[src/rtl/nco_sweep_pkg.sv]
// Shared definitions for the NCO sweep controller: register map, CTRL/STATUS
// bit positions, sequencer state encoding and the Wishbone byte-merge helper.
package nco_sweep_pkg;

   // Register word index, decoded from wbs_adr_i[4:2]
   localparam logic [2:0] REG_CTRL      = 3'd0;  // 0x00
   localparam logic [2:0] REG_START_INC = 3'd1;  // 0x04
   localparam logic [2:0] REG_STOP_INC  = 3'd2;  // 0x08
   localparam logic [2:0] REG_STEP      = 3'd3;  // 0x0C
   localparam logic [2:0] REG_DWELL     = 3'd4;  // 0x10
   localparam logic [2:0] REG_STATUS    = 3'd5;  // 0x14

   // CTRL bits
   localparam int CTRL_START = 0;
   localparam int CTRL_CHIRP = 1;
   localparam int CTRL_LOOP  = 2;
   localparam int CTRL_ABORT = 3;

   // STATUS bits
   localparam int STATUS_BUSY     = 0;
   localparam int STATUS_DONE     = 1;
   localparam int STATUS_INCR_LSB = 16;

   typedef enum logic [1:0] {
      ST_IDLE = 2'd0,
      ST_RUN  = 2'd1,
      ST_DONE = 2'd2
   } state_e;

   // Only byte lanes 0 and 1 carry register data; lanes 2 and 3 keep the
   // old (zero-extended) contents, so they are effectively ignored.
   function automatic logic [31:0] wb_merge(input logic [31:0] old_val,
                                            input logic [31:0] wdat,
                                            input logic [3:0]  sel);
      logic [31:0] r;
      r = old_val;
      if (sel[0]) r[7:0]  = wdat[7:0];
      if (sel[1]) r[15:8] = wdat[15:8];
      return r;
   endfunction

endpackage

[src/rtl/nco_sweep_ctrl_regs.sv]
// Wishbone slave for the sweep controller: address decode, configuration
// register file, done-sticky flag, registered acknowledge and read data.
//
// Handshake: a request is accepted on a clock edge where cyc & stb & !ack.
// Writes commit and read data is captured on that same edge; ack is high for
// exactly the following cycle, which also blocks a second accept, so every
// transfer takes at least two cycles.
module nco_sweep_ctrl_regs
   import nco_sweep_pkg::*;
#(
   parameter int BITS       = 16,
   parameter int DWELL_BITS = 16
) (
   input  logic                  clk,
   input  logic                  rst,
   input  logic                  wbs_stb_i,
   input  logic                  wbs_cyc_i,
   input  logic                  wbs_we_i,
   input  logic [3:0]            wbs_sel_i,
   input  logic [31:0]           wbs_adr_i,
   input  logic [31:0]           wbs_dat_i,
   output logic                  wbs_ack_o,
   output logic [31:0]           wbs_dat_o,
   // live status from the sequencer
   input  logic                  busy_i,
   input  logic [BITS-1:0]       incr_i,
   input  logic                  done_i,
   // command pulses, combinational from the accepted write
   output logic                  start_o,
   output logic                  abort_o,
   // configuration as it will be after this edge, so a START written together
   // with CHIRP/LOOP launches with the freshly written mode bits
   output logic                  cfg_chirp_o,
   output logic                  cfg_loop_o,
   output logic [BITS-1:0]       cfg_start_inc_o,
   output logic [BITS-1:0]       cfg_stop_inc_o,
   output logic [BITS-1:0]       cfg_step_o,
   output logic [DWELL_BITS-1:0] cfg_dwell_o
);

   logic                  ack_q;
   logic [31:0]           rdat_q, rdat_d;
   logic                  chirp_q, chirp_d;
   logic                  loop_q, loop_d;
   logic [BITS-1:0]       start_inc_q, start_inc_d;
   logic [BITS-1:0]       stop_inc_q, stop_inc_d;
   logic [BITS-1:0]       step_q, step_d;
   logic [DWELL_BITS-1:0] dwell_q, dwell_d;
   logic                  done_sticky_q, done_sticky_d;

   logic       accept;
   logic       wr_en;
   logic       rd_en;
   logic [2:0] idx;
   logic       ctrl_wr;

   assign accept  = wbs_cyc_i & wbs_stb_i & ~ack_q;
   assign wr_en   = accept & wbs_we_i;
   assign rd_en   = accept & ~wbs_we_i;
   assign idx     = wbs_adr_i[4:2];
   assign ctrl_wr = wr_en & (idx == REG_CTRL) & wbs_sel_i[0];

   assign start_o = ctrl_wr & wbs_dat_i[CTRL_START];
   assign abort_o = ctrl_wr & wbs_dat_i[CTRL_ABORT];

   logic unused_bits;
   assign unused_bits = ^{wbs_adr_i[31:5], wbs_adr_i[1:0], wbs_sel_i[3:2], wbs_dat_i[31:16]};

   // Next register values from the accepted write; done_sticky set beats read-clear
   always_comb begin
      chirp_d       = chirp_q;
      loop_d        = loop_q;
      start_inc_d   = start_inc_q;
      stop_inc_d    = stop_inc_q;
      step_d        = step_q;
      dwell_d       = dwell_q;
      done_sticky_d = done_sticky_q;
      if (ctrl_wr) begin
         chirp_d = wbs_dat_i[CTRL_CHIRP];
         loop_d  = wbs_dat_i[CTRL_LOOP];
      end
      if (wr_en) begin
         case (idx)
            REG_START_INC: start_inc_d = BITS'(wb_merge(32'(start_inc_q), wbs_dat_i, wbs_sel_i));
            REG_STOP_INC:  stop_inc_d  = BITS'(wb_merge(32'(stop_inc_q), wbs_dat_i, wbs_sel_i));
            REG_STEP:      step_d      = BITS'(wb_merge(32'(step_q), wbs_dat_i, wbs_sel_i));
            REG_DWELL:     dwell_d     = DWELL_BITS'(wb_merge(32'(dwell_q), wbs_dat_i, wbs_sel_i));
            default: ;
         endcase
      end
      if (rd_en && idx == REG_STATUS) done_sticky_d = 1'b0;
      if (done_i) done_sticky_d = 1'b1;
   end

   // Readback multiplexer; START/ABORT are pulses and read as 0
   always_comb begin
      rdat_d = '0;
      if (rd_en) begin
         case (idx)
            REG_CTRL: begin
               rdat_d[CTRL_CHIRP] = chirp_q;
               rdat_d[CTRL_LOOP]  = loop_q;
            end
            REG_START_INC: rdat_d = 32'(start_inc_q);
            REG_STOP_INC:  rdat_d = 32'(stop_inc_q);
            REG_STEP:      rdat_d = 32'(step_q);
            REG_DWELL:     rdat_d = 32'(dwell_q);
            REG_STATUS: begin
               rdat_d[STATUS_BUSY] = busy_i;
               rdat_d[STATUS_DONE] = done_sticky_q;
               rdat_d[STATUS_INCR_LSB +: 16] = 16'(incr_i);
            end
            default: ;
         endcase
      end
   end

   // Register file, ack and read data
   always_ff @(posedge clk or posedge rst) begin
      if (rst) begin
         ack_q         <= 1'b0;
         rdat_q        <= '0;
         chirp_q       <= 1'b0;
         loop_q        <= 1'b0;
         start_inc_q   <= '0;
         stop_inc_q    <= '0;
         step_q        <= '0;
         dwell_q       <= '0;
         done_sticky_q <= 1'b0;
      end else begin
         ack_q         <= accept;
         rdat_q        <= rdat_d;
         chirp_q       <= chirp_d;
         loop_q        <= loop_d;
         start_inc_q   <= start_inc_d;
         stop_inc_q    <= stop_inc_d;
         step_q        <= step_d;
         dwell_q       <= dwell_d;
         done_sticky_q <= done_sticky_d;
      end
   end

   assign wbs_ack_o       = ack_q;
   assign wbs_dat_o       = rdat_q;
   assign cfg_chirp_o     = chirp_d;
   assign cfg_loop_o      = loop_d;
   assign cfg_start_inc_o = start_inc_d;
   assign cfg_stop_inc_o  = stop_inc_d;
   assign cfg_step_o      = step_d;
   assign cfg_dwell_o     = dwell_d;

endmodule

[src/rtl/nco_sweep_ctrl.sv]
// NCO phase-increment sequencer: fixed tone or linear chirp with dwell, loop,
// abort and a one-cycle done pulse. Config is shadowed at START so bus writes
// during a run never disturb the sequence in flight.
module nco_sweep_ctrl
   import nco_sweep_pkg::*;
#(
   parameter int BITS       = 16,
   parameter int DWELL_BITS = 16
) (
   input  logic            clk,
   input  logic            rst,
   input  logic            wbs_stb_i,
   input  logic            wbs_cyc_i,
   input  logic            wbs_we_i,
   input  logic [3:0]      wbs_sel_i,
   input  logic [31:0]     wbs_adr_i,
   input  logic [31:0]     wbs_dat_i,
   output logic            wbs_ack_o,
   output logic [31:0]     wbs_dat_o,
   output logic [BITS-1:0] incr_o,
   output logic            busy_o,
   output logic            done_o
);

   logic                  start_p, abort_p;
   logic                  cfg_chirp, cfg_loop;
   logic [BITS-1:0]       cfg_start_inc, cfg_stop_inc, cfg_step;
   logic [DWELL_BITS-1:0] cfg_dwell;

   nco_sweep_ctrl_regs #(
      .BITS       (BITS),
      .DWELL_BITS (DWELL_BITS)
   ) u_regs (
      .clk             (clk),
      .rst             (rst),
      .wbs_stb_i       (wbs_stb_i),
      .wbs_cyc_i       (wbs_cyc_i),
      .wbs_we_i        (wbs_we_i),
      .wbs_sel_i       (wbs_sel_i),
      .wbs_adr_i       (wbs_adr_i),
      .wbs_dat_i       (wbs_dat_i),
      .wbs_ack_o       (wbs_ack_o),
      .wbs_dat_o       (wbs_dat_o),
      .busy_i          (busy_o),
      .incr_i          (incr_o),
      .done_i          (done_o),
      .start_o         (start_p),
      .abort_o         (abort_p),
      .cfg_chirp_o     (cfg_chirp),
      .cfg_loop_o      (cfg_loop),
      .cfg_start_inc_o (cfg_start_inc),
      .cfg_stop_inc_o  (cfg_stop_inc),
      .cfg_step_o      (cfg_step),
      .cfg_dwell_o     (cfg_dwell)
   );

   state_e state_q, state_d;

   logic [BITS-1:0]       cur_q, cur_d;
   logic [DWELL_BITS-1:0] dwell_q, dwell_d;
   logic [BITS-1:0]       sh_start_q, sh_stop_q, sh_step_q;
   logic [DWELL_BITS-1:0] sh_dwell_q;
   logic                  sh_chirp_q, sh_loop_q;

   logic          launch;
   logic          expire;
   logic          hold;
   logic [BITS:0] next_w;
   logic          past_stop;

   // START is honoured only when not running; ABORT in the same write wins
   assign launch    = start_p & ~abort_p & (state_q != ST_RUN);
   assign expire    = (state_q == ST_RUN) & (dwell_q == '0);
   assign hold      = ~sh_chirp_q | (sh_step_q == '0);
   // One extra bit so an overflowing step ends the sweep instead of wrapping
   assign next_w    = {1'b0, cur_q} + {1'b0, sh_step_q};
   assign past_stop = next_w > {1'b0, sh_stop_q};

   // State register
   always_ff @(posedge clk or posedge rst) begin
      if (rst) state_q <= ST_IDLE;
      else     state_q <= state_d;
   end

   // Next-state logic
   always_comb begin
      state_d = state_q;
      if (abort_p) begin
         state_d = ST_IDLE;
      end else begin
         case (state_q)
            ST_IDLE: if (launch) state_d = ST_RUN;
            ST_RUN:  if (expire && !hold && past_stop && !sh_loop_q) state_d = ST_DONE;
            ST_DONE: state_d = launch ? ST_RUN : ST_IDLE;
            default: state_d = ST_IDLE;
         endcase
      end
   end

   // Outputs decoded from the state register
   always_comb begin
      busy_o = (state_q == ST_RUN);
      done_o = (state_q == ST_DONE);
      incr_o = (state_q == ST_RUN) ? cur_q : '0;
   end

   // Current increment and dwell counter: load at launch, step at dwell expiry
   always_comb begin
      cur_d   = cur_q;
      dwell_d = dwell_q;
      if (launch) begin
         cur_d   = cfg_start_inc;
         dwell_d = cfg_dwell;
      end else if (state_q == ST_RUN) begin
         if (dwell_q != '0) begin
            dwell_d = dwell_q - DWELL_BITS'(1);
         end else begin
            dwell_d = sh_dwell_q;
            if (!hold) begin
               if (!past_stop)     cur_d = next_w[BITS-1:0];
               else if (sh_loop_q) cur_d = sh_start_q;
            end
         end
      end
   end

   // Datapath registers and shadow copy of the configuration
   always_ff @(posedge clk or posedge rst) begin
      if (rst) begin
         cur_q      <= '0;
         dwell_q    <= '0;
         sh_start_q <= '0;
         sh_stop_q  <= '0;
         sh_step_q  <= '0;
         sh_dwell_q <= '0;
         sh_chirp_q <= 1'b0;
         sh_loop_q  <= 1'b0;
      end else begin
         cur_q   <= cur_d;
         dwell_q <= dwell_d;
         if (launch) begin
            sh_start_q <= cfg_start_inc;
            sh_stop_q  <= cfg_stop_inc;
            sh_step_q  <= cfg_step;
            sh_dwell_q <= cfg_dwell;
            sh_chirp_q <= cfg_chirp;
            sh_loop_q  <= cfg_loop;
         end
      end
   end

endmodule

[config.mk]
export PLATFORM = sky130hd
export DESIGN_NAME = nco_sweep_ctrl
export DESIGN_NICKNAME = d
export VERILOG_FILES = /design/src/rtl/nco_sweep_pkg.sv /design/src/rtl/nco_sweep_ctrl_regs.sv /design/src/rtl/nco_sweep_ctrl.sv
export SDC_FILE = /design/constraint.sdc
export NUM_CORES = 1
export LEC_CHECK = 0
export ABC_AREA = 1
export BUFFER_PORTS_ARGS = -buffer_cell sky130_fd_sc_hd__buf_4
export CORE_MARGIN = 1.5
export CORE_UTILIZATION = 65
export CTS_BUF_LIST = sky130_fd_sc_hd__clkbuf_8
export DETAILED_ROUTE_END_ITERATION = 16
export PLACE_DENSITY = 0.88
export SLEW_MARGIN = 20
export SYNTH_ARGS = -nofsm -noshare
export SYNTH_HDL_FRONTEND = slang
export SYNTH_SLANG_ARGS = --single-unit
[constraint.sdc]
create_clock -name clk -period 11.3 [get_ports clk]
set_clock_uncertainty 0.15 [all_clocks]
set_input_delay 1.13 -clock clk [delete_from_list [all_inputs] [get_ports clk]]
set_output_delay 1.13 -clock clk [all_outputs]
set_load 0.01 [all_outputs]
==> out/summary.md <==
The overall power after layout was 2020 uW; the antenna violation net count after detailed routing was 0. The area added between synthesis and finish is 10.2%, and the initial antenna violation count is 0. The total number of yosys warnings is 0.

Counting every net in the synthesized netlist gives 1,375. Setup repair after global routing left no endpoint under its margin. Cell internal power was estimated by the tool at 1260 uW. The cell sitting at the root of the clock tree is a clkbuf_8. The tools report the total wirelength of the detailed-routed design as 25,200 um. TritonCTS created 17 clock buffers. In this run the static leakage power is 0.00599 uW. The slew of the pin with the lowest slew margin was 1.08 ns; the minimum period implied by the final worst setup slack was 4.53 ns.

The count of input and output buffers is 76, and the number of filler instances in the final layout is 1,189. The number of vias per cell after detailed routing works out to 5.69. The logs give 7 for the total iterations of the first detailed-routing run and 6.77 ns for the internal reg-to-reg setup slack.

The worst-case clock buffer depth came out at 2. Walking the worst path, the cells encountered are ha_1 -> o21ai_0 -> o21ai_0 -> nand2_1 -> nand2_1 -> nand2_1 -> nand2_1 -> or2_2 -> nand2_1 -> inv_1 -> ha_1 -> nand2_1 -> nor2_1 -> a211oi_1 -> nand2_1 -> nand2_1 -> nand2_1 -> nand2_1 -> nand2_1 -> nand2_2 -> nand2_2 -> nand2_1 -> nand3_1 -> a21oi_1. Post-CTS repair changed the size of 0 cells. The number of cells traversed by the worst register-to-register path is 24. The startpoint-to-endpoint class of the critical path is reg2reg.

The run gives 124 as the I/O pin count. The fraction of power spent switching nets was 37.7%. In the final layout, the share of cells above drive strength 1 is 11.9%. Final setup TNS: 0 ns. Overall die height: 130 um. STA classifies the critical path startpoint as a flop.

TritonCTS built the clock tree. The logs give 0.967 for the routability congestion estimate from global placement and 8,833 for the number of vias in the routed layout. The run gives 27.9% as the remaining max-slew budget at the tightest pin. Start point of the worst min-delay path: sh_dwell_q[8]. The tools report the required time at the endpoint of the critical path as 11.55 ns. The tools report the part of the Yosys area used for sequential elements as 48.0%. In this run, distinct cell masters in the synthesized netlist total 53. Entering global routing, the biggest net connects 121 pins. After detailed routing, the average wire length per cell comes to 16.2 um.

In this run the worst hold path is classified as reg2reg. Along the worst path, the maximum fanout reaches 17. The most used flip-flop cell after synthesis is dfrtp_1. Hold repair after CTS inserted 0 buffers. The sequential cell fraction of total power is 44.2%.

The average cell area after synthesis was 8.23 um2. The clock network burns 21.9% of the power. The final core utilization is 72.9%, and the depth of the worst hold-timing path is 2.

Sink of the worst hold path: sh_dwell_q[8]. The core region is 0.0158 mm2. In the synthesized netlist, the number of instances is 1,267. The logs give 200 for the total clock sinks and 0 for the number of violations of the max-capacitance limit.

Global routing used 31.4% of the available tracks. The worst setup path is captured at a flop. The number of hold violations in the final report is 0.

Number of diodes: 0. The run finished with clean final reports. The number of flops mapped to enable cells by yosys was 0. For the total DRC errors in the routed layout, the log shows 0. After clock tree synthesis, the clock-pin slew on the worst setup and hold paths is 0.09 ns.

The register bit total from synthesis is 200. The die covers 0.0168 mm2. The netlist area before placement was 0.0104 mm2. The number of buffers inserted by post-CTS setup repair is 0. At the worst endpoint, the arrival time is 4.79 ns. The first-iteration detailed-routing DRC count was 808. The initial utilization of the core area, before any placement, comes to 66.2%. Based on the critical path, the design can be clocked at up to 221 MHz. The clock latency of the later-clocked register in the worst-skew pair was 0.48 ns; the worst-case vdd ir drop was 0.0987 mV.

Power density over cell area: 176 mW/mm2. In this run the critical register-to-register path is launched from cur_q[2]. The number of global-route vias before repair was 8,281. By instance count, the cell type seen most on the critical path is nand2_1. The floorplan step set the die width to 130 um. The worst path uses 40.1% of the clock period.

CTS built an H-tree with a depth of 4. The analysis attributes to net switching a power of 762 uW. Final count of pins violating max slew: 0.

The largest single stage delay on the critical path is 0.44 ns. The tools report the number of standard-cell rows in the floorplan as 46. For this run the aggregate overflow at the end of global routing stands at 0.

The run gives 0 as the final-report setup violation count. The cell with the largest stage delay on the worst path is dfrtp_1. After synthesis, the share of flip-flops with an asynchronous set or reset is 100%.

Critical path startpoint: cur_q[2]. The first-pass GRT wire length was 40,700 um; the fraction of power consumed by combinational cells was 33.9%. The endpoint identified for the worst register-to-register timing path is cur_q[14]. At the end of the flow, the number of nets in the layout was 1,432. The run gives 17,900 um as the HPWL reported at the end of detailed placement.
## layout by cell type, fill, tap and decap left out, types with 2 or more instances in the layout
cell	instances
nand2_1	247
inv_1	222
dfrtp_1	200
nor2_1	114
o21ai_0	80
buf_4	79
nand3_1	55
a21oi_1	48
ha_1	34
nor3_1	21
clkbuf_8	20
o21a_1	19
o22ai_1	18
o21bai_1	16
a31oi_1	16
a221oi_1	13
mux2i_1	12
nor2_2	11
xor2_1	11
o211ai_1	10
a21oi_2	10
o21ai_1	8
nand4_1	8
inv_2	7
nor4_1	6
nor2_4	5
xnor2_1	5
nand2_2	3
nand3_2	3
clkinv_2	3
inv_6	3
nand3_4	2
o311ai_0	2
nand3b_1	2
and2_1	2
clkinv_4	2
## sequential cells by signal, indices dropped and copies added, names as in the netlist
name                  cells
u_regs.stop_inc_q        16
u_regs.chirp_q            1
sh_dwell_q               16
u_regs.step_q            16
sh_start_q               16
cur_q                    16
u_regs.done_sticky_q      1
sh_loop_q                 1
state_q                   2
sh_chirp_q                1
u_regs.loop_q             1
u_regs.wbs_dat_o         32
u_regs.wbs_ack_o          1
sh_step_q                16
u_regs.start_inc_q       16
sh_stop_q                16
u_regs.dwell_q           16
dwell_q                  16
## cell type report
type / instances / area (um2) / area share, %
Clock buffer: 20 / 275 / 2.39
Clock inverter: 12 / 100 / 0.870
Inverter: 228 / 863 / 7.51
Multi-Input combinational cell: 797 / 4380 / 38.1
Sequential cell: 200 / 5000 / 43.5
Tap cell: 216 / 270 / 2.35
Timing Repair Buffer: 80 / 604 / 5.25
## per-stage QoR
stage | hold WS (ns) | worst slack [ns] | instances | cell area, um2
3_3_place_gp | 0.302 | 6.94 | 1521 | 11100
6_report | 0.327 | 6.77 | 1553 | 11500
2_1_floorplan | 0.282 | 4.57 | 1267 | 10400
4_1_cts | 0.331 | 6.85 | 1553 | 11500
3_5_place_dp | 0.310 | 6.92 | 1521 | 11100
5_1_grt | 0.352 | 6.36 | 1553 | 11500
## worst max-delay path: cells and delay by family, from the launching register on
kind	cells	cell delay, ns
buffers and inverters	1	0.05
flip-flops	1	0.44
AND/OR/NAND/NOR	17	2.14
adder cells (fa/ha/maj)	2	0.64
AO/OA/AOI/OAI	4	1.02
## layer usage
metal,part of all wire [%],GRT usage [%],vias to the layer above
met2,47,50.4,407
met3,8.4,7.75,53
met4,2.5,10.9,0
met1,42,42.2,4178
li1,-,-,4195
met5,0,0,-
## cell families after synthesis
family                   share of synthesized area, %
AO/OA/AOI/OAI                                    14.7
multiplexers                                     1.15
AND/OR/NAND/NOR                                  20.6
adder cells (fa/ha/maj)                          4.27
flip-flops                                       48.0
XOR/XNOR                                         1.34
buffers and inverters                            10.0
## synth_stat cells (all sizes together) (18+ instances only)
library cell / instances / area (um2)
nor3: 23 / 131
clkbuf: 23 / 86.3
dfrtp: 200 / 5000
buf: 19 / 103
ha: 34 / 425
o21a: 19 / 143
o21ai: 88 / 440
nand3: 60 / 340
nand2: 251 / 957
o22ai: 18 / 113
inv: 227 / 852
nor2: 130 / 553
a21oi: 59 / 344
## worst max path at each step
stage | cells after the start | end | slack [ns]
4_1_cts | 24 | cur_q[7] | 6.85
3_3_place_gp | 24 | cur_q[7] | 6.94
5_1_grt | 24 | cur_q[12] | 6.36
3_5_place_dp | 24 | cur_q[7] | 6.92
6_report | 24 | cur_q[14] | 6.77
2_1_floorplan | 1 | cur_q[0] | 4.57
## power groups by stage
stage                     Clock (uW)  Combinational (uW)  Sequential, uW
after global routing             470                 774             905
after CTS                        445                 679             892
final                            443                 685             894
after global placement             0                 649             904
after floorplan                    0                 497             882
after detailed placement           0                 671             906
(Power assumes the default switching activity.)
